<file path="src/rtl/round_sequencer.sv">
// Round/turn/score sequencer for SpyMangler: arms P1, clears and times P2, tallies score.
// Optional ROUND_SEQUENCER_SUDDEN_DEATH_EN: tied games continue with extra rounds.
module round_sequencer #(
  parameter int unsigned TURN_SECONDS = 30,
  parameter int unsigned NUM_ROUNDS   = 3,
  parameter int unsigned RESULT_TICKS = 2
) (
  input  logic       clock,
  input  logic       resetn,
  input  logic       tick,
  input  logic       start,
  input  logic       p1_done,
  input  logic       p2_done,
  input  logic       p2_correct,
  output logic       p1_enable,
  output logic       p2_enable,
  output logic       p2_clear_n,
  output logic [2:0] phase,
  output logic [7:0] time_left,
  output logic [3:0] round,
  output logic [3:0] score1,
  output logic [3:0] score2,
  output logic [1:0] winner
);

  typedef enum logic [2:0] {
    StIdle     = 3'd0,
    StP1Turn   = 3'd1,
    StP2Clear  = 3'd2,
    StP2Turn   = 3'd3,
    StRoundEnd = 3'd4,
    StGameOver = 3'd5
  } state_e;

  localparam logic [7:0] TurnLoad  = 8'(TURN_SECONDS);
  localparam logic [3:0] LastRound = 4'(NUM_ROUNDS);
  localparam logic [3:0] HoldLoad  = 4'(RESULT_TICKS);

  state_e     r_state,     w_state_next;
  logic [7:0] r_time_left, w_time_left_next;
  logic [3:0] r_round,     w_round_next;
  logic [3:0] r_score1,    w_score1_next;
  logic [3:0] r_score2,    w_score2_next;
  logic [1:0] r_winner,    w_winner_next;
  logic [3:0] r_hold,      w_hold_next;

  logic r_start_prev, r_p1_prev, r_p2_prev;
  logic w_start_edge, w_p1_edge, w_p2_edge;

  function automatic logic [3:0] sat_inc(input logic [3:0] v);
    return (v == 4'hF) ? v : v + 4'd1;
  endfunction

  function automatic logic [1:0] judge(input logic [3:0] s1, input logic [3:0] s2);
    if (s1 > s2) return 2'b01;
    if (s2 > s1) return 2'b10;
    return 2'b11;
  endfunction

  // Edge registers reset high so a key held through reset never fires.
  always_ff @(posedge clock or negedge resetn) begin
    if (!resetn) begin
      r_start_prev <= 1'b1;
      r_p1_prev    <= 1'b1;
      r_p2_prev    <= 1'b1;
    end else begin
      r_start_prev <= start;
      r_p1_prev    <= p1_done;
      r_p2_prev    <= p2_done;
    end
  end

  assign w_start_edge = start & ~r_start_prev;
  assign w_p1_edge    = p1_done & ~r_p1_prev;
  assign w_p2_edge    = p2_done & ~r_p2_prev;

  always_ff @(posedge clock or negedge resetn) begin
    if (!resetn) begin
      r_state     <= StIdle;
      r_time_left <= 8'd0;
      r_round     <= 4'd0;
      r_score1    <= 4'd0;
      r_score2    <= 4'd0;
      r_winner    <= 2'b00;
      r_hold      <= 4'd0;
    end else begin
      r_state     <= w_state_next;
      r_time_left <= w_time_left_next;
      r_round     <= w_round_next;
      r_score1    <= w_score1_next;
      r_score2    <= w_score2_next;
      r_winner    <= w_winner_next;
      r_hold      <= w_hold_next;
    end
  end

  always_comb begin
    w_state_next     = r_state;
    w_time_left_next = r_time_left;
    w_round_next     = r_round;
    w_score1_next    = r_score1;
    w_score2_next    = r_score2;
    w_winner_next    = r_winner;
    w_hold_next      = r_hold;

    case (r_state)
      StIdle, StGameOver: begin
        if (w_start_edge) begin
          w_round_next     = 4'd1;
          w_score1_next    = 4'd0;
          w_score2_next    = 4'd0;
          w_winner_next    = 2'b00;
          w_time_left_next = TurnLoad;
          w_state_next     = StP1Turn;
        end
      end

      StP1Turn: begin
        // A done edge wins over a simultaneous expiring tick.
        if (w_p1_edge) begin
          w_state_next = StP2Clear;
        end else if (tick) begin
          if (r_time_left <= 8'd1) begin
            w_time_left_next = 8'd0;
            w_score2_next    = sat_inc(r_score2);
            w_hold_next      = HoldLoad;
            w_state_next     = StRoundEnd;
          end else begin
            w_time_left_next = r_time_left - 8'd1;
          end
        end
      end

      StP2Clear: begin
        w_time_left_next = TurnLoad;
        w_state_next     = StP2Turn;
      end

      StP2Turn: begin
        if (w_p2_edge) begin
          if (p2_correct) w_score2_next = sat_inc(r_score2);
          else            w_score1_next = sat_inc(r_score1);
          w_hold_next  = HoldLoad;
          w_state_next = StRoundEnd;
        end else if (tick) begin
          if (r_time_left <= 8'd1) begin
            w_time_left_next = 8'd0;
            w_score1_next    = sat_inc(r_score1);
            w_hold_next      = HoldLoad;
            w_state_next     = StRoundEnd;
          end else begin
            w_time_left_next = r_time_left - 8'd1;
          end
        end
      end

      StRoundEnd: begin
        if (tick) begin
          if (r_hold <= 4'd1) begin
            w_hold_next = 4'd0;
            if (r_round >= LastRound) begin
`ifdef ROUND_SEQUENCER_SUDDEN_DEATH_EN
              if (r_score1 == r_score2) begin
                w_round_next     = sat_inc(r_round);
                w_time_left_next = TurnLoad;
                w_state_next     = StP1Turn;
              end else begin
                w_winner_next = judge(r_score1, r_score2);
                w_state_next  = StGameOver;
              end
`else
              w_winner_next = judge(r_score1, r_score2);
              w_state_next  = StGameOver;
`endif
            end else begin
              w_round_next     = r_round + 4'd1;
              w_time_left_next = TurnLoad;
              w_state_next     = StP1Turn;
            end
          end else begin
            w_hold_next = r_hold - 4'd1;
          end
        end
      end

      default: w_state_next = StIdle;
    endcase
  end

  assign p1_enable  = (r_state == StP1Turn);
  assign p2_enable  = (r_state == StP2Turn);
  assign p2_clear_n = (r_state != StP2Clear);
  assign phase      = r_state;
  assign time_left  = r_time_left;
  assign round      = r_round;
  assign score1     = r_score1;
  assign score2     = r_score2;
  assign winner     = r_winner;

endmodule

</file>
<file path="config.mk">
export PLATFORM = sky130hd
export DESIGN_NAME = round_sequencer
export DESIGN_NICKNAME = d
export VERILOG_FILES = /design/src/rtl/round_sequencer.sv
export SDC_FILE = /design/constraint.sdc
export NUM_CORES = 1
export LEC_CHECK = 0
export ABC_AREA = 1
export BUFFER_PORTS_ARGS = -buffer_cell sky130_fd_sc_hd__buf_4
export CORE_MARGIN = 4
export CORE_UTILIZATION = 50
export DETAILED_ROUTE_END_ITERATION = 6
export GPL_ROUTABILITY_DRIVEN = 1
export PLACE_DENSITY = 0.74
export SYNTH_ARGS = -nofsm -noshare
export SYNTH_HDL_FRONTEND = slang
export SYNTH_SLANG_ARGS = --single-unit
</file>
<file path="constraint.sdc">
create_clock -name clock -period 1.4 [get_ports clock]
set_input_delay 0.21 -clock clock [delete_from_list [all_inputs] [get_ports clock]]
set_output_delay 0.21 -clock clock [all_outputs]
set_load 0.01 [all_outputs]
</file>
; Word level (Yosys, flattened, before mapping)
; Cells that the tools add are included.
[op_classes]
order_cmp = 5
n_mux = 64
addsub = 5
reduce_logical = 14
bitwise = 6
n_eq_ne = 22
[op_table]
columns = cell, n
row1 = $mux 4, 22
row2 = $mux 8, 8
row3 = $pmux 8 s5, 1
row4 = $mux 3, 8
row5 = $pmux 4 s3, 2
row6 = $ne 2x2->1 const B, 9
row7 = $mux 2, 8
row8 = $pmux 4 s2, 2
row9 = $pmux 3 s5, 1
row10 = $reduce_and 5->1, 3
row11 = $reduce_and 7->1, 2
row12 = $add 4x1->4 const B, 3
row13 = $mux 1, 11
row14 = $eq 4x4->1 const B, 2
row15 = $gt 4x4->1, 2
row16 = $le 8x1->1 const B, 1
row17 = $sub 8x1->8 const B, 1
row18 = $eq 3x2->1 const B, 2
row19 = $eq 3x3->1 const B, 2
row20 = $ne 3x2->1 const B, 2
row21 = $reduce_and 3->1, 2
row22 = $reduce_bool 3->1, 2
row23 = $reduce_bool 5->1, 1
row24 = $ge 4x2->1 const B, 1
row25 = other kinds (12), 18
[totals]
word_cells = 126
reg_bits = 32
output_inout_bits = 28

; Logic depth before layout (Yosys ltp)
[depth]
word_depth = 17
mapped_depth = 12
depth_no_buf = 12

; Worst setup path before layout
; Ideal clock, no wire load.
[synth_timing]
path_kind = register to register
startpoint = register r_time_left[0], in the netlist time_left[0]
endpoint = register r_score1[0], in the netlist score1[0]
slack_ns = -0.242
arrival_ns = 1.525
path_buffers = 0
required_time_ns = 1.283
stages_incl_launch_ff = 12
period_less_slack_ns = 1.642
cell_sequence = dfrtp_1 > inv_1 > ha_1 > inv_1 > nand2_1 > nand2_1 > nor2_2 > nand2_1 > nand2_1 > nand2_2 > nand2_1 > nand2_1
[synth_between]
elab_chain_len = 3
[synth_rtl]
columns = element, line_no
row1 = start: declaration, 40  ; logic [7:0] r_time_left, w_time_left_next;
row2 = start signal: assignment, 88  ; r_time_left <= w_time_left_next;
row3 = $le 8x1->1, 146  ; if (r_time_left <= 8'd1) begin
row4 = $ne 3x1->1 (no source line), n/a
row5 = $reduce_and 5->1 (no source line), n/a
row6 = end signal: assignment, 90  ; r_score1 <= w_score1_next;
row7 = end: declaration, 42  ; logic [3:0] r_score1, w_score1_next;
; No other way between the ends.
; A chain may end at the register's enable or synchronous reset.

; Worst setup path in the final report
[layout_timing]
startpoint = register r_hold[0]
endpoint = register r_round[1], in the netlist round[1]
[layout_between]
elab_chain_len = 3
[layout_rtl]
columns = element, line_no
row1 = start: declaration, 45  ; logic [3:0] r_hold, w_hold_next;
row2 = start signal: assignment, 93  ; r_hold <= w_hold_next;
row3 = $le 4x1->1, 159  ; if (r_hold <= 4'd1) begin
row4 = $ne 2x2->1 (no source line), n/a
row5 = $reduce_and 5->1 (no source line), n/a
row6 = end signal: assignment, 89  ; r_round <= w_round_next;
row7 = end: declaration, 41  ; logic [3:0] r_round, w_round_next;
; No other way between the ends.

==> impl_metrics.toml <==
[outcome]
status = "complete, but fails checks"
violations = "setup timing"

[power_and_ir_drop]
pwr-share-seq_pct = 18.4
switching_power_mw = 4.17
switching_share_pct = 48.4
pwr-share-clk_pct = 8.9
leakagePower_nw = 1.88
internal_power_mw = 4.44
p_per_area_nw_per_um2 = 2440
power_frac_comb_pct = 72.6
ir_worst_vdd_mv = 1.31

[job]
drv_cap = 0

[placed_design]
pre_cts_ws_ps = -209
numPortBuffers = 34
gp_congestion = 0.915
placed_cells = 468
dpl_cell_area_um2 = 3050
place_hpwl_um = 4700

[grt]
grt_pass1_wl_um = 11100
grt.total_usage_pct = 25.6
grt_pass1_vias = 2499
grt_overflow = 0
antenna_found_initial = 0
grt_start_max_net_pins = 33

[detailed_routing]
postRouteAntennaNets = 0
routed_wl_um = 7260
wl_per_cell_um = 14.9
drc = 0
viasPerCell = 5.40
vias = 2632
dr.pass1.iters = 4
drtIter0Drc = 183

[setup_path]
critPathLaunchType = "flip-flop"
path_class = "reg -> reg"
crit_start = "r_hold[0]"
rr_endpoint = "round[1]"
r2r_setup_slack_ps = -140
reg2reg_from = "r_hold[0]"
end_kind = "flip-flop"
worstPathMaxFanout = 6
crit_required_ps = 1570
rr_worst_depth = 9
crit_arrival_ps = 1720

[synth]
synthesis.nets = 345
avgSynthCellArea_um2 = 6.99
ys_warn_count = 0
ys_seq_elements = 32
ys_seq_area_share_pct = 35.2
synth_cell_types = 30
syn_inst = 327
synth_area_um2 = 2280

[worst_hold_path]
whs_path_depth = 1
holdPathEnd = "r_p1_prev"
hold_path.class = "in -> reg"
worstHoldStart = "p1_done"

[cts]
cts_num_sinks = 32
tritoncts = "built"
clk_pin_slew_ps = 70
cts_root_buf = "clkbuf_8"
clock_latency_ps = 290
cts_made_buffers = 5
cts_buffer_depth = 2
htree_levels = 2

[layout]
drive_above_1_share_pct = 45.7
syn_to_final_growth_pct = 54.3
fin_cells = 487
n_fill_cell = 293
design_area_um2 = 3520
fin_nets = 452
antenna_cells = 0
final_util_pct = 80.4

[floorplan]
fp-row-count = 24
die_x_um = 75.6
core_area_um2 = 4380
die_h_um = 75.6
die-area_um2 = 5710
initial_core_util_pct = 52.1
io_pins = 35

[sta]
skew_ps = 6.42
final-hold-violation-count = 0
relSlewSlack_pct = 72.1
setup_viol = 32
drv_slew = 0
fmax_mhz = 648
worst_slew_pin_slew_ps = 419
rsz0062_at_grt = "yes"
min_period_ps = 1540
final.period_utilization_pct = 110
layout_setup_ws_ps = -144
sequential cells by signal, summed over array words and instances (netlist names):
name,cells
score2,4
r_hold,4
phase,3
winner,2
r_p1_prev,1
time_left,8
round,4
r_start_prev,1
score1,4
r_p2_prev,1
cells in the final DEF, fill, tap and decap left out, types with 2 or more instances in the layout:
master / instances
nand4_1: 9
a21oi_1: 7
clkinv_2: 2
o21ai_2: 2
nor2_4: 8
inv_4: 3
nand2_2: 20
o21ai_0: 4
a21oi_2: 2
nand2_8: 3
nand2_4: 7
nor3_1: 4
xnor2_1: 2
dfrtp_1: 25
buf_4: 89
dfrtp_2: 4
xor2_1: 2
clkbuf_8: 6
nand3_1: 16
ha_4: 4
o21ai_4: 2
inv_2: 11
nand2_1: 96
o21ai_1: 5
ha_1: 6
nand3_4: 4
nand3_2: 5
dfstp_2: 3
nor2_2: 8
buf_6: 11
nand3b_1: 2
inv_1: 28
nor2_1: 27
per-layer routing:
layer  GRT usage, %  share of wire [%]
met2           45.4                 50
met1           30.8                 40
met5              0                  0
met3           4.22                6.8
met4           9.71                3.2
cell usage after synthesis:
cell / n / share of area (%)
nand3_1: 19 / 4.2
nand2_1: 118 / 19
o21ai_1: 3 / 0.66
nor2_1: 33 / 5.4
inv_4: 1 / 0.27
nand2_4: 4 / 2.0
nand3b_1: 2 / 0.66
inv_6: 1 / 0.38
a21boi_1: 1 / 0.33
nor2_4: 3 / 1.5
xor2_1: 2 / 0.77
ha_1: 11 / 6.0
nand2_2: 4 / 1.1
nor3_1: 4 / 0.88
nand3_4: 2 / 1.5
nand4_2: 1 / 0.55
xnor2_1: 2 / 0.77
o21bai_1: 1 / 0.33
nand4_1: 9 / 2.5
inv_1: 38 / 6.2
nand3_2: 4 / 1.8
o21ai_2: 1 / 0.38
o21ai_0: 9 / 2.0
inv_2: 4 / 0.66
nor2_2: 7 / 1.9
a21oi_1: 9 / 2.0
or2_2: 1 / 0.27
dfstp_2: 3 / 3.5
dfrtp_1: 29 / 32
buf_6: 1 / 0.49
layout make-up:
class                   count  area (um^2)  area share [%]
well taps                  52         65.1            1.85
repair buffers            101          802            22.8
clock buffers               6         82.6            2.34
multi-input cells         250         1570            44.6
flip-flops and latches     32          810            23.0
clock inverters             2         10.0           0.284
inverters                  44          183            5.18
worst max-delay path by stage:
stage | end | slack (ps) | cells past startpoint
global route | round[1] | -240 | 9
detailed placement | r_hold[3] | -210 | 11
global placement | round[0] | -160 | 9
finish | round[1] | -140 | 9
CTS | round[1] | -130 | 9
floorplan | score2[2] | -110 | 11
power by group through the flow:
stage / Combinational (mW) / Clock, mW / Sequential, mW
floorplan: 2.64 / 0 / 1.72
global placement: 4.80 / 0 / 1.54
detailed placement: 4.95 / 0 / 1.54
CTS: 5.43 / 0.766 / 1.54
global route: 6.75 / 0.824 / 1.62
finish: 6.25 / 0.767 / 1.59
timing repair:
action,4_1_cts,5_1_grt
resized for setup,34,49
endpoints found under the hold margin,29,0
hold buffers,1,0
setup endpoints to repair,32,33
setup buffers,7,3
pin swaps,22,28
cells by family (layout without fill, tap and decap cells):
kind of cell,after synthesis,after routing,share of synthesized area [%]
AND/OR/NAND/NOR,211,211,43.5
buffers and inverters,45,153,8.05
flip-flops,32,32,35.2
AO/OA/AOI/OAI,24,24,5.64
adder cells (fa/ha/maj),11,11,6.02
XOR/XNOR,4,4,1.53
stage by stage:
stage | hold slack, ps | setup TNS [ps] | power, mW
after floorplan | -85.6 | -1060 | 4.36
after global placement | 175 | -2330 | 6.34
after detailed placement | 178 | -3810 | 6.50
after CTS | 26.7 | -2090 | 7.74
after global routing | 26.3 | -5790 | 9.19
final | 29.0 | -2870 | 8.61
worst max-delay path, stage by stage (launching register included):
cell     delay, ps
dfrtp_1        430
inv_2           90
ha_4           130
inv_2           40
nand2_2         60
nand2_4         80
o21ai_4        170
nand4_1        240
nand2_1        110
o21ai_1         70
Note: power is estimated with default switching activity, not from simulation.
